## config.mk

```make
export PLATFORM = sky130hd
export DESIGN_NAME = xor_reduce_pipe_mux_flat
export DESIGN_NICKNAME = d
export VERILOG_FILES = /design/src/rtl/xor_reduce_pipe_mux_if.sv /design/src/rtl/xor_reduce_pipe_mux.sv /design/src/flat_wrapper.sv
export SDC_FILE = /design/constraint.sdc
export NUM_CORES = 1
export LEC_CHECK = 0
export ABC_AREA = 0
export CELL_PAD_IN_SITES_DETAIL_PLACEMENT = 0
export CELL_PAD_IN_SITES_GLOBAL_PLACEMENT = 1
export CORE_MARGIN = 2
export CORE_UTILIZATION = 33
export DETAILED_ROUTE_END_ITERATION = 7
export PLACE_DENSITY = 0.77
export SYNTH_ARGS = -nofsm -noshare
export SYNTH_HDL_FRONTEND = slang
export SYNTH_SLANG_ARGS = --single-unit
```

## constraint.sdc

```tcl
create_clock -name clk -period 1.3 [get_ports clk]
set_input_delay 0.195 -clock clk [delete_from_list [all_inputs] [get_ports clk]]
set_output_delay 0.195 -clock clk [all_outputs]
set_load 0.01 [all_outputs]
```

## src/rtl/xor_reduce_pipe_mux_if.sv

```systemverilog
// Handshake bundle for the pipelined parity reducer: input beat side,
// result side and the ready/valid pairs that pace both.
interface xor_reduce_pipe_mux_if #(
    parameter int WIDTH = 8
);
    logic             in_valid;
    logic             in_ready;
    logic [WIDTH-1:0] in_data;
    logic             in_inv;
    logic             in_last;
    logic             out_valid;
    logic             out_ready;
    logic             out_parity;

    // Producer of beats and consumer of results
    modport master (
        output in_valid, in_data, in_inv, in_last, out_ready,
        input  in_ready, out_valid, out_parity
    );

    // The reducer itself
    modport slave (
        input  in_valid, in_data, in_inv, in_last, out_ready,
        output in_ready, out_valid, out_parity
    );
endinterface

```

## src/rtl/xor_reduce_pipe_mux.sv

```systemverilog
// Pipelined XOR (parity) reduction built from 2:1 mux cells, one register
// stage per tree level, with optional per-packet accumulation. The whole
// pipe advances in lock step whenever the output register can take data.
module xor_reduce_pipe_mux #(
    parameter int WIDTH = 8,
    parameter int ACCUM = 0
) (
    input logic                  clk,
    input logic                  rst_n,
    xor_reduce_pipe_mux_if.slave bus
);

    localparam int L = (WIDTH == 1) ? 1 : $clog2(WIDTH);

    // Two-input XOR realised as a mux: select between b and ~b on a.
    function automatic logic xor_mux(input logic a, input logic b);
        return a ? ~b : b;
    endfunction

    // Number of live partial bits at a given tree level.
    function automatic int level_cnt(input int lvl);
        return (WIDTH + (1 << lvl) - 1) >> lvl;
    endfunction

    // One tree level: pair up the n live bits; an odd leftover passes through.
    function automatic logic [WIDTH-1:0] fold(input logic [WIDTH-1:0] v, input int n);
        logic [WIDTH-1:0] res;
        logic [WIDTH-1:0] ta;
        logic [WIDTH-1:0] tb;
        res = '0;
        for (int i = 0; i < WIDTH; i++) begin
            ta = v >> (2 * i);
            tb = v >> (2 * i + 1);
            if (2 * i + 1 < n) begin
                res[i] = xor_mux(ta[0], tb[0]);
            end else if (2 * i < n) begin
                res[i] = ta[0];
            end
        end
        return res;
    endfunction

    // Final level: at most two live bits remain.
    function automatic logic final_bit(input logic [WIDTH-1:0] v, input int n);
        logic [WIDTH-1:0] tb;
        tb = v >> 1;
        return (n > 1) ? xor_mux(v[0], tb[0]) : v[0];
    endfunction

    logic             en;
    logic             out_valid_q;
    logic             out_parity_q;
    logic             acc;
    logic             tree_bit;
    logic             emit;

    // Level k inputs to the tree; level 0 is the input port itself.
    logic [WIDTH-1:0] lv_d [L];
    logic [L-1:0]     lv_v;
    logic [L-1:0]     lv_i;
    logic [L-1:0]     lv_l;

    assign en            = !out_valid_q || bus.out_ready;
    assign bus.in_ready  = en;
    assign bus.out_valid = out_valid_q;
    assign bus.out_parity = out_parity_q;

    assign lv_d[0] = bus.in_data;
    assign lv_v[0] = bus.in_valid;
    assign lv_i[0] = bus.in_inv;
    assign lv_l[0] = bus.in_last;

    for (genvar k = 1; k < L; k++) begin : g_stage
        logic [WIDTH-1:0] d_q;
        logic             v_q;
        logic             i_q;
        logic             l_q;

        // Stage valid: cleared on reset, shifts with the global enable.
        always_ff @(posedge clk or negedge rst_n) begin
            if (!rst_n) begin
                v_q <= 1'b0;
            end else if (en) begin
                v_q <= lv_v[k-1];
            end
        end

        // Stage payload: one tree level of folding plus the beat's side bits.
        always_ff @(posedge clk) begin
            if (en) begin
                d_q <= fold(lv_d[k-1], level_cnt(k - 1));
                i_q <= lv_i[k-1];
                l_q <= lv_l[k-1];
            end
        end

        assign lv_d[k] = d_q;
        assign lv_v[k] = v_q;
        assign lv_i[k] = i_q;
        assign lv_l[k] = l_q;
    end

    assign tree_bit = final_bit(lv_d[L-1], level_cnt(L - 1));
    assign emit     = (ACCUM == 0) || lv_l[L-1];

    // Output register and packet accumulator: the last tree level lands here.
    always_ff @(posedge clk or negedge rst_n) begin
        if (!rst_n) begin
            acc          <= 1'b0;
            out_valid_q  <= 1'b0;
            out_parity_q <= 1'b0;
        end else if (en) begin
            if (lv_v[L-1] && emit) begin
                out_parity_q <= xor_mux(xor_mux(acc, tree_bit), lv_i[L-1]);
                out_valid_q  <= 1'b1;
                acc          <= 1'b0;
            end else begin
                out_valid_q <= 1'b0;
                if (lv_v[L-1]) begin
                    acc <= xor_mux(acc, tree_bit);
                end
            end
        end
    end

endmodule

```

## src/flat_wrapper.sv

```systemverilog
// flat-port wrapper written by rule: the top's interface ports become plain ports
module xor_reduce_pipe_mux_flat 
#(
    parameter int WIDTH = 8,
    parameter int ACCUM = 0
)
  (clk, rst_n, bus_in_valid, bus_in_data, bus_in_inv, bus_in_last, bus_out_ready, bus_in_ready, bus_out_valid, bus_out_parity);
  xor_reduce_pipe_mux_if #(.WIDTH(WIDTH)) bus_i ();
  input logic clk;
  input logic rst_n;
  input wire logic [$bits(bus_i.in_valid)-1:0] bus_in_valid;
  input wire logic [$bits(bus_i.in_data)-1:0] bus_in_data;
  input wire logic [$bits(bus_i.in_inv)-1:0] bus_in_inv;
  input wire logic [$bits(bus_i.in_last)-1:0] bus_in_last;
  input wire logic [$bits(bus_i.out_ready)-1:0] bus_out_ready;
  output wire logic [$bits(bus_i.in_ready)-1:0] bus_in_ready;
  output wire logic [$bits(bus_i.out_valid)-1:0] bus_out_valid;
  output wire logic [$bits(bus_i.out_parity)-1:0] bus_out_parity;
  assign bus_i.in_valid = bus_in_valid;
  assign bus_i.in_data = bus_in_data;
  assign bus_i.in_inv = bus_in_inv;
  assign bus_i.in_last = bus_in_last;
  assign bus_i.out_ready = bus_out_ready;
  assign bus_in_ready = bus_i.in_ready;
  assign bus_out_valid = bus_i.out_valid;
  assign bus_out_parity = bus_i.out_parity;
  xor_reduce_pipe_mux #(.WIDTH(WIDTH), .ACCUM(ACCUM)) u_core (.clk(clk), .rst_n(rst_n), .bus(bus_i));
endmodule
```

==> out/metrics.yaml <==
grt_pass1_vias: 239
seqCellArea_sq_um: 340.3
wl_um: 661
initial_utilization_pct: 36.09
cts_root_buf: "clkbuf_4"
vias: 260
die_w_um: 41.96
path_clk_slew_ns: 0.07
multi_input_area_sq_um: 135.1
cts_tree: "yes"
ctsHoldBuffers: 0
cp.required_ns: 1.11
critical_path.cell_chain: "clkdlybuf4s50_1 > nand2b_4 > dlygate4sd2_1"
worstReg2RegStart: "u_core.bus.out_valid"
leakage_nw: 0.2688
peakVddDrop_mv: 0.6959
maxCapViolations: 0
drive_gt1_share_pct: 19.57
io-pin-count: 17
cp_slowest_cell: "clkdlybuf4s50_1"
rsz0062_at_grt: "false"
tns_ns: 0
end_kind: "primary output"
crit_buf_inv: 2
wl_per_cell_um: 10.84
crit_path_end: "bus_in_ready"
yosysSeqAreaShare_pct: 71.58
final_cell_mix: "12 x clkdlybuf4s50_1, 8 x edfxtp_1, 6 x xor2_1, 4 x dfrtp_1"
ys_seq_elements: 12
coreArea_sq_um: 1318
area.growth.synth_to_final_pct: 41.84
min_path_type: "input pin to asynchronous set/reset pin"
grt_overflow: 0
cts.sinks: 12
grt_usage_pct: 8.783
yosysUniqueCellTypes: 9
rrSetupSlack_ns: 0.15
setup_violations: 0
dieArea_sq_um: 1760
cts_resized: 3
setup.worst_path.start: "bus_out_ready"
cts_buffers: 3
grt_pass1_wl_mm: 1.076
ctsHtreeMaxLevel: 1
n_antenna_cell: 0
grt_max_degree: 13
pwr_density_cell_nw_per_um2: 1568
outcome: "finished, final reports clean"
finalPower_mw: 1.057
crit_arrival_ns: 1.04
yosys_warnings: 0
die_h_um: 41.96
setup.worst_path.start_class: "input pin"
period_needed_ns: 1.234
drv_slew: 0
max_stage_delay_ns: 0.46
netlist_area_sq_um: 475.5
fmax_mhz: 810.1
postCtsSetupBuffers: 0
viasPerCell: 4.262
place_ws_ns: -0.2021
setup_slack_ns: 0.06562
worstMarginPinSlew_ns: 0.1934
finalClockSkew_ns: 0.006282
crit_cells: 3
place_hpwl_um: 503.6
syn_inst: 26
synth.net_count: 40
drt_iter0_markers: 5
place_congestion: 0.6319
ff2ff_path_depth: 4
cts.path.max_buffers: 2
worstSkewPairLatency_ns: 0.27
period_share_pct: 94.95
synth.avg_cell_area_sq_um: 18.29
relSlewSlack_pct: 87.06
drtPass1Iterations: 3
path_class: "input pin to primary output"
crit_fanout: 2
drtAntennaViolNets: 0
rows: 13
worst_r2r_endpoint: "u_core.bus.out_parity"
port_buffers: 15
hold_viol_final: 0
fin_nets: 61
crit_family: "buffers and inverters"
antenna_found_initial: 0
final_common_cell: "clkdlybuf4s50_1"
num-fill-cells: 116
drcViolationCount: 0
## power breakdown
group	internal, mW	switching, mW	leakage, nW
registers	0.521	0.0489	0.126
logic	0.159	0.0982	0.127
clock network	0.111	0.119	0.0154
## synth_stat cells
library cell  n  share of area [%]
nand2_1       1               0.79
nand2b_4      1                2.9
xnor2_1       1                1.8
dfrtp_1       4                 21
xnor2_2       1                3.4
xor2_1        6                 11
nand2b_1      1                1.3
mux2_2        3                7.1
edfxtp_1      8                 51
## metal layers
layer  share of wire (%)  GRT usage [%]  wire, um  vias up
met5                   0              0         0        -
met4                 1.7          7.742        11        0
met3                 7.3          2.609        48        2
met2                  49          12.19       324       12
met1                  42          10.89       277      117
li1                    -              -         -      129
## worst register-to-register path, delay by kind of cell (launching register included)
kind	cells	cell delay, ns
simple gates	2	0.14
buf+inv	1	0.18
mux	1	0.32
flops	1	0.39
## cells by family after synthesis
| logic type | count (synthesis) | share of synthesized area (%) |
|---|---|---|
| DFF | 12 | 71.58 |
| xor gates and xnor gates | 8 | 16.32 |
| muxes | 3 | 7.105 |
| and+or+nand+nor | 3 | 4.999 |
## metrics by stage
step	util [%]	cells	cell area [sq um]	hold slack, ns
floorplan	-	26	475.5	-0.1006
global placement	49.48	57	651.9	0.4057
detailed placement	49.48	57	651.9	0.4099
CTS	51.19	61	674.4	0.1265
global route	51.19	61	674.4	0.1270
finish	51.19	61	674.4	0.1292
## sequential cells by signal, summed over array words and instances (netlist names)
signal and cells:
u_core.g_stage.i_q 2, u_core.bus.out_parity 1, u_core.bus.out_valid 1, u_core.g_stage.d_q 6, u_core.g_stage.v_q 2
## worst min-delay path by stage
stage	to	slack (ns)	from	cells after the start
floorplan	u_core.bus.out_parity	-0.10	rst_n	0
global placement	u_core.bus.out_parity	0.41	rst_n	1
detailed placement	u_core.g_stage[2].i_q	0.41	u_core.g_stage[1].i_q	0
CTS	u_core.bus.out_parity	0.13	rst_n	1
global route	u_core.bus.out_parity	0.13	rst_n	1
finish	u_core.bus.out_parity	0.13	rst_n	1
## area by class of cell
| type | instances | area share (%) |
|---|---|---|
| Timing Repair Buffer | 16 | 22.82 |
| Clock inverter | 1 | 0.5566 |
| Sequential cell | 12 | 50.46 |
| Tap cell | 15 | 2.783 |
| Multi-Input combinational cell | 14 | 20.04 |
| Clock buffer | 3 | 3.340 |
No activity file was read; power rests on OpenSTA's default activity.
